## src/rtl/tag_store_pkg.sv

```systemverilog
// Shared types, default geometry and helpers for the set-associative tag store.
package tag_store_pkg;

  localparam int unsigned DefSets = 64;
  localparam int unsigned DefWays = 2;
  localparam int unsigned DefTagW = 6;
  localparam int unsigned SET_W   = $clog2(DefSets);
  localparam int unsigned WAY_W   = $clog2(DefWays);
  localparam int unsigned MaxWays = 8;

  typedef enum logic {StIdle, StFlush} state_e;

  // Lowest set bit index of a way vector (zero-extended to MaxWays).
  function automatic logic [2:0] first_one(input logic [MaxWays-1:0] vec);
    logic [2:0] idx;
    idx = '0;
    for (int i = MaxWays - 1; i >= 0; i--) begin
      if (vec[i]) idx = 3'(i);
    end
    return idx;
  endfunction

endpackage

```

## src/rtl/tag_store_lru_age_update.sv

```systemverilog
// Next-age vector for one set after touching a way (true LRU, ages form a permutation).
module lru_age_update #(
  parameter int unsigned WAYS = 2
) (
  input  logic [WAYS-1:0][$clog2(WAYS)-1:0] ages_i,
  input  logic [$clog2(WAYS)-1:0]           way_i,
  output logic [WAYS-1:0][$clog2(WAYS)-1:0] ages_o
);

  localparam int unsigned WayW = $clog2(WAYS);

  always_comb begin
    ages_o = ages_i;
    for (int w = 0; w < WAYS; w++) begin
      if (WayW'(w) == way_i) begin
        ages_o[w] = '0;
      end else if (ages_i[w] < ages_i[way_i]) begin
        ages_o[w] = ages_i[w] + WayW'(1);
      end
    end
  end

endmodule

```

## src/rtl/tag_store.sv

```systemverilog
// Set-associative tag/metadata store with tag compare, true-LRU victim and flush sequencer.
// Optional parity protection on {valid, tag} is enabled with TAG_STORE_PARITY_EN.
module tag_store
  import tag_store_pkg::*;
#(
  parameter int unsigned SETS  = DefSets,
  parameter int unsigned WAYS  = DefWays,
  parameter int unsigned TAG_W = DefTagW
) (
  input  logic                    clk_i,
  input  logic                    rst_ni,
  input  logic                    req_valid_i,
  output logic                    req_ready_o,
  input  logic [$clog2(SETS)-1:0] req_set_i,
  input  logic [TAG_W-1:0]        req_tag_i,
  output logic                    rsp_valid_o,
  output logic                    rsp_hit_o,
  output logic [$clog2(WAYS)-1:0] rsp_way_o,
  output logic [$clog2(WAYS)-1:0] rsp_victim_o,
  input  logic                    fill_en_i,
  input  logic [$clog2(SETS)-1:0] fill_set_i,
  input  logic [$clog2(WAYS)-1:0] fill_way_i,
  input  logic [TAG_W-1:0]        fill_tag_i,
  input  logic                    flush_req_i,
  output logic                    flush_busy_o
`ifdef TAG_STORE_PARITY_EN
  ,
  output logic                    parity_err_o
`endif
);

  localparam int unsigned SetW = $clog2(SETS);
  localparam int unsigned WayW = $clog2(WAYS);

  typedef struct packed {
    logic             valid;
    logic [TAG_W-1:0] tag;
    logic [WayW-1:0]  age;
`ifdef TAG_STORE_PARITY_EN
    logic             parity;
`endif
  } entry_t;

  entry_t mem_q [SETS][WAYS];

  state_e          state_q;
  logic [SetW-1:0] ptr_q;
  logic            flush_busy_q, req_ready_q;
  logic            rsp_valid_q, rsp_hit_q;
  logic [WayW-1:0] rsp_way_q, rsp_victim_q;

  logic [WAYS-1:0]           hit_vec, inv_vec, old_vec;
  logic [WAYS-1:0][WayW-1:0] lk_ages, lk_ages_new, fill_ages, fill_ages_new;
  logic                      lk_hit, fault_any;
  logic [WayW-1:0]           lk_way, lk_victim, fault_way;
  logic                      accept, fill_do, hit_touch;

  always_comb begin
    hit_vec   = '0;
    inv_vec   = '0;
    old_vec   = '0;
    lk_ages   = '0;
    fill_ages = '0;
    for (int w = 0; w < WAYS; w++) begin
      hit_vec[w]   = mem_q[req_set_i][w].valid && (mem_q[req_set_i][w].tag == req_tag_i);
      inv_vec[w]   = !mem_q[req_set_i][w].valid;
      old_vec[w]   = mem_q[req_set_i][w].age == WayW'(WAYS - 1);
      lk_ages[w]   = mem_q[req_set_i][w].age;
      fill_ages[w] = mem_q[fill_set_i][w].age;
    end
  end

`ifdef TAG_STORE_PARITY_EN
  logic [WAYS-1:0] fault_vec;
  logic            parity_err_q;

  // Even parity: stored bit makes ^{valid, tag, parity} zero.
  always_comb begin
    fault_vec = '0;
    for (int w = 0; w < WAYS; w++) begin
      fault_vec[w] = mem_q[req_set_i][w].valid &&
                     (mem_q[req_set_i][w].parity !=
                      ^{mem_q[req_set_i][w].valid, mem_q[req_set_i][w].tag});
    end
  end
  assign fault_any    = |fault_vec;
  assign fault_way    = WayW'(first_one(MaxWays'(fault_vec)));
  assign parity_err_o = parity_err_q;
`else
  assign fault_any = 1'b0;
  assign fault_way = '0;
`endif

  always_comb begin
    lk_hit = (|hit_vec) && !fault_any;
    lk_way = lk_hit ? WayW'(first_one(MaxWays'(hit_vec))) : '0;
    if (fault_any) begin
      lk_victim = fault_way;
    end else if (|inv_vec) begin
      lk_victim = WayW'(first_one(MaxWays'(inv_vec)));
    end else begin
      lk_victim = WayW'(first_one(MaxWays'(old_vec)));
    end
  end

  assign accept    = req_valid_i && req_ready_q;
  assign fill_do   = fill_en_i && (state_q == StIdle);
  // A same-set fill owns the LRU update; the lookup's hit touch is dropped.
  assign hit_touch = accept && lk_hit && !(fill_do && (fill_set_i == req_set_i));

  lru_age_update #(
    .WAYS (WAYS)
  ) u_lru_hit (
    .ages_i (lk_ages),
    .way_i  (lk_way),
    .ages_o (lk_ages_new)
  );

  lru_age_update #(
    .WAYS (WAYS)
  ) u_lru_fill (
    .ages_i (fill_ages),
    .way_i  (fill_way_i),
    .ages_o (fill_ages_new)
  );

  always_ff @(posedge clk_i) begin
    if (!rst_ni) begin
      for (int s = 0; s < SETS; s++) begin
        for (int w = 0; w < WAYS; w++) begin
          mem_q[s][w].valid  <= 1'b0;
          mem_q[s][w].tag    <= '0;
          mem_q[s][w].age    <= WayW'(w);
`ifdef TAG_STORE_PARITY_EN
          mem_q[s][w].parity <= 1'b0;
`endif
        end
      end
    end else if (state_q == StFlush) begin
      for (int w = 0; w < WAYS; w++) begin
        mem_q[ptr_q][w].valid <= 1'b0;
        mem_q[ptr_q][w].age   <= WayW'(w);
      end
    end else begin
      if (hit_touch) begin
        for (int w = 0; w < WAYS; w++) mem_q[req_set_i][w].age <= lk_ages_new[w];
      end
      if (fill_do) begin
        mem_q[fill_set_i][fill_way_i].valid  <= 1'b1;
        mem_q[fill_set_i][fill_way_i].tag    <= fill_tag_i;
`ifdef TAG_STORE_PARITY_EN
        mem_q[fill_set_i][fill_way_i].parity <= ^{1'b1, fill_tag_i};
`endif
        for (int w = 0; w < WAYS; w++) mem_q[fill_set_i][w].age <= fill_ages_new[w];
      end
    end
  end

  always_ff @(posedge clk_i) begin
    if (!rst_ni) begin
      state_q      <= StIdle;
      ptr_q        <= '0;
      flush_busy_q <= 1'b0;
      req_ready_q  <= 1'b1;
      rsp_valid_q  <= 1'b0;
      rsp_hit_q    <= 1'b0;
      rsp_way_q    <= '0;
      rsp_victim_q <= '0;
`ifdef TAG_STORE_PARITY_EN
      parity_err_q <= 1'b0;
`endif
    end else begin
      rsp_valid_q  <= accept;
      rsp_hit_q    <= accept && lk_hit;
      rsp_way_q    <= accept ? lk_way : '0;
      rsp_victim_q <= accept ? lk_victim : '0;
`ifdef TAG_STORE_PARITY_EN
      parity_err_q <= accept && fault_any;
`endif
      unique case (state_q)
        StIdle: begin
          if (flush_req_i) begin
            state_q      <= StFlush;
            ptr_q        <= '0;
            flush_busy_q <= 1'b1;
            req_ready_q  <= 1'b0;
          end
        end
        StFlush: begin
          ptr_q <= ptr_q + SetW'(1);
          if (ptr_q == SetW'(SETS - 1)) begin
            state_q      <= StIdle;
            flush_busy_q <= 1'b0;
            req_ready_q  <= 1'b1;
          end
        end
        default: state_q <= StIdle;
      endcase
    end
  end

  assign req_ready_o  = req_ready_q;
  assign flush_busy_o = flush_busy_q;
  assign rsp_valid_o  = rsp_valid_q;
  assign rsp_hit_o    = rsp_hit_q;
  assign rsp_way_o    = rsp_way_q;
  assign rsp_victim_o = rsp_victim_q;

endmodule
```

## config.mk

```make
export PLATFORM = sky130hd
export DESIGN_NAME = tag_store
export DESIGN_NICKNAME = d
export VERILOG_FILES = /design/src/rtl/tag_store_pkg.sv /design/src/rtl/tag_store_lru_age_update.sv /design/src/rtl/tag_store.sv
export SDC_FILE = /design/constraint.sdc
export NUM_CORES = 2
export LEC_CHECK = 0
export BUFFER_PORTS_ARGS = -buffer_cell sky130_fd_sc_hd__clkbuf_2
export CORE_MARGIN = 1
export CORE_UTILIZATION = 30
export DETAILED_ROUTE_END_ITERATION = 16
export PLACE_DENSITY = 0.46
export SYNTH_ARGS = -nofsm -noshare
export SYNTH_HDL_FRONTEND = slang
export SYNTH_HIERARCHICAL = 1
export SYNTH_SLANG_ARGS = --single-unit
```

## constraint.sdc

```tcl
create_clock -name clk_i -period 4.65 [get_ports clk_i]
set_input_delay 0 -clock clk_i [delete_from_list [all_inputs] [get_ports clk_i]]
set_output_delay 0 -clock clk_i [all_outputs]
set_load 0.1 [all_outputs]
```

==> reports/metrics.yaml <==
r2r_cells: 14
worst_pin_slew_ns: 1.43
syn-cell-area_um2: 53100
path_cells: "mux4_2, a32o_1, a31oi_1, a31oi_1, a2111oi_2, a41oi_1, buf_4, or3b_1, o21ai_4, buf_12, buf_4, nand4_4, buf_4, o21ai_1"
ioPinCount: 36
worstHoldStart: "flush_req_i"
port_buffers: 35
synth_top_area_share_pct: 50.7
cp_num_buf_inv: 4
cp_max_fo: 9
cpPeakStageDelay_ns: 0.56
grt_pass1_wl_um: 330000
timing.fmax_mhz: 218
viasPerCell: 5.82
clock_sinks: 1037
cts_max_level: 4
drt_iter0_drc: 5567
wl_per_cell_um: 33.6
drc_errors: 0
clock_path_buffers: 3
via_count: 41200
drtPass1Iterations: 6
placementRows: 153
hold_violations: 0
final_cells: 7078
critical_path_class: "flop to flop"
fin_skew_ns: 0.0459
grt_max_degree: 170
worstReg2RegStart: "mem_q[7][5]"
dieArea_um2: 179000
min_path_cells: 4
drv_slew: 0
place.gp.congestion: 1.03
placedCellCount: 6824
yosys_warnings: 6
layout_common_cells: "896 x edfxtp_1, 463 x nand2_1, 438 x buf_4"
postRouteWirelength_um: 238000
core-area_um2: 175000
yosys-top-cells-area: "edfxtp_1 51%, mux4_2 8.5%, dfxtp_1 5.3%"
p_leak_nw: 24.3
required_ns: 5.28
die_h_um: 423
arrival_ns: 5.21
initial_core_util_pct: 30.4
multi_input_area_um2: 21400
cts_made_buffers: 131
antenna_found_initial: 18
fin_nets: 4673
fin_crit_sh_pct: 98.6
min_to: "state_q"
grt_overflow: 0
path_clk_slew_ns: 0.07
clockRootBuffer: "clkbuf_16"
p_per_area_nw_per_um2: 374
drive_gt1_share_pct: 21.1
cp_slowest_cell: "mux4_2"
final_common_cell: "edfxtp_1"
drtAntennaViolNets: 0
vdd_drop_max_uv: 344
r2r_slack_ns: 0.07
yosys.area.top_type: "edfxtp_1"
postCtsSetupRepairBufs: 0
grt_pass1_vias: 39900
synth_edf_count: 896
syn_inst: 4398
relSlewSlack_pct: 3.79
start_kind: "flop"
die_w_um: 423
finalSetupViolCount: 0
synth_area_per_cell_um2: 12.1
cp_top_family: "compound AO/OA/AOI/OAI gates"
ys_seq_area_share_pct: 56.0
grt_usage_pct: 26.2
ys_async_sr_fraction_pct: 0
tritoncts: "built"
drv_cap: 0
regToRegEndpoint: "mem_q[38][8]"
synth-main-ff-cell: "edfxtp_1"
seq_area_um2: 29700
clk_latency_ns: 0.81
rsz0062_at_grt: "no"
area_growth_pct: 19.5
worstHoldPathType: "input pin to flop"
ys_types: 80
period_needed_ns: 4.58
holdWs_ns: 0.127
end_kind: "flop"
ys_seq_elements: 1037
status: "finished clean"
syn_nets: 4429
crit_top_cell: "buf_4"
dpl.hpwl_um: 167000
fillCellCount: 17000
power breakdown:
group	switching (mW)	internal, mW
Clock	4.45	6.06
Combinational	1.69	0.863
Sequential	0.191	10.5
repair_timing:
action / 4_1_cts / 5_1_grt
resized for setup: 0 / 2
hold buffers: 10 / 0
hold endpoints to repair: 277 / 0
endpoints found under the setup margin: 0 / 2
state kept, by name, summed over array words and instances (netlist names):
register and count:
rsp_way_o 1, rsp_hit_o 1, req_ready_o 1, state_q 1
ptr_q 6, flush_busy_o 1, rsp_valid_o 1, rsp_victim_o 1
mem_q 1024
synthesized netlist by cell type (22+ instances only):
master	instances
a21oi_1	162
a221oi_1	22
a22oi_1	210
a31oi_1	29
a32oi_1	52
and2_1	397
and3_1	401
buf_1	24
buf_2	45
buf_4	35
clkbuf_1	304
dfxtp_1	141
edfxtp_1	896
inv_1	28
mux2i_1	156
mux4_2	201
nand2_1	463
nand3_1	23
nor2_1	167
o211ai_1	52
o21ai_0	118
o21ai_1	28
o22ai_1	38
o31ai_1	105
layout make-up:
| cell class | instances | share of cell area (%) |
|---|---|---|
| sequential | 1037 | 46.9 |
| multi-input combinational | 2905 | 33.8 |
| timing repair buffer | 539 | 7.60 |
| clock buffer | 167 | 5.48 |
| tap | 2325 | 4.59 |
| clock inverter | 73 | 1.43 |
| inverter | 28 | 0.166 |
| antenna | 4 | 0.0158 |
per-layer routing:
layer | global-route usage, % | part of all wire (%)
met4 | 12.1 | 5.3
met1 | 36.4 | 43
met3 | 5.31 | 8.5
met5 | 0 | 0.026
met2 | 38.9 | 43
cells by family after synthesis:
kind of cell,count (synthesis),share of synthesized area (%)
AOI/OAI and AO/OA,916,11.9
xor gates and xnor gates,31,0.512
adders and majority gates,1,0.0236
buffers and inverters,456,3.84
DFF,1037,56.0
muxes,368,11.7
and+or+nand+nor,1589,16.0
worst max path at each step:
stage | startpoint | end | slack, ns | cells past startpoint
global placement | req_set_i[1] | mem_q[32][8] | -0.14 | 15
floorplan | req_set_i[0] | mem_q[0][8] | 0.68 | 15
finish | mem_q[7][5] | mem_q[38][8] | 0.07 | 14
detailed placement | req_set_i[1] | mem_q[32][8] | -0.15 | 15
global route | mem_q[7][5] | mem_q[35][0] | 0.03 | 15
CTS | mem_q[7][5] | mem_q[32][8] | 0.02 | 12
worst min-delay path: stages:
cell	delay, ns
dlygate4sd3_1	0.52
clkbuf_2	0.21
nor2_1	0.06
nor2_1	0.08
per-stage QoR:
stage / setup TNS (ns) / setup WS [ns] / utilization [%] / cell area (µm²) / power [mW]
after floorplan: 0 / 0.675 / - / 53100 / 12.1
after detailed placement: -0.234 / -0.154 / 33.7 / 58900 / 13.3
final: 0 / 0.0659 / 36.3 / 63400 / 23.7
after global routing: 0 / 0.0290 / 36.3 / 63400 / 24.3
after global placement: -0.411 / -0.137 / 33.7 / 58900 / 13.3
after CTS: 0 / 0.0219 / 36.3 / 63400 / 23.8
Power figures use the tool's default switching activity.
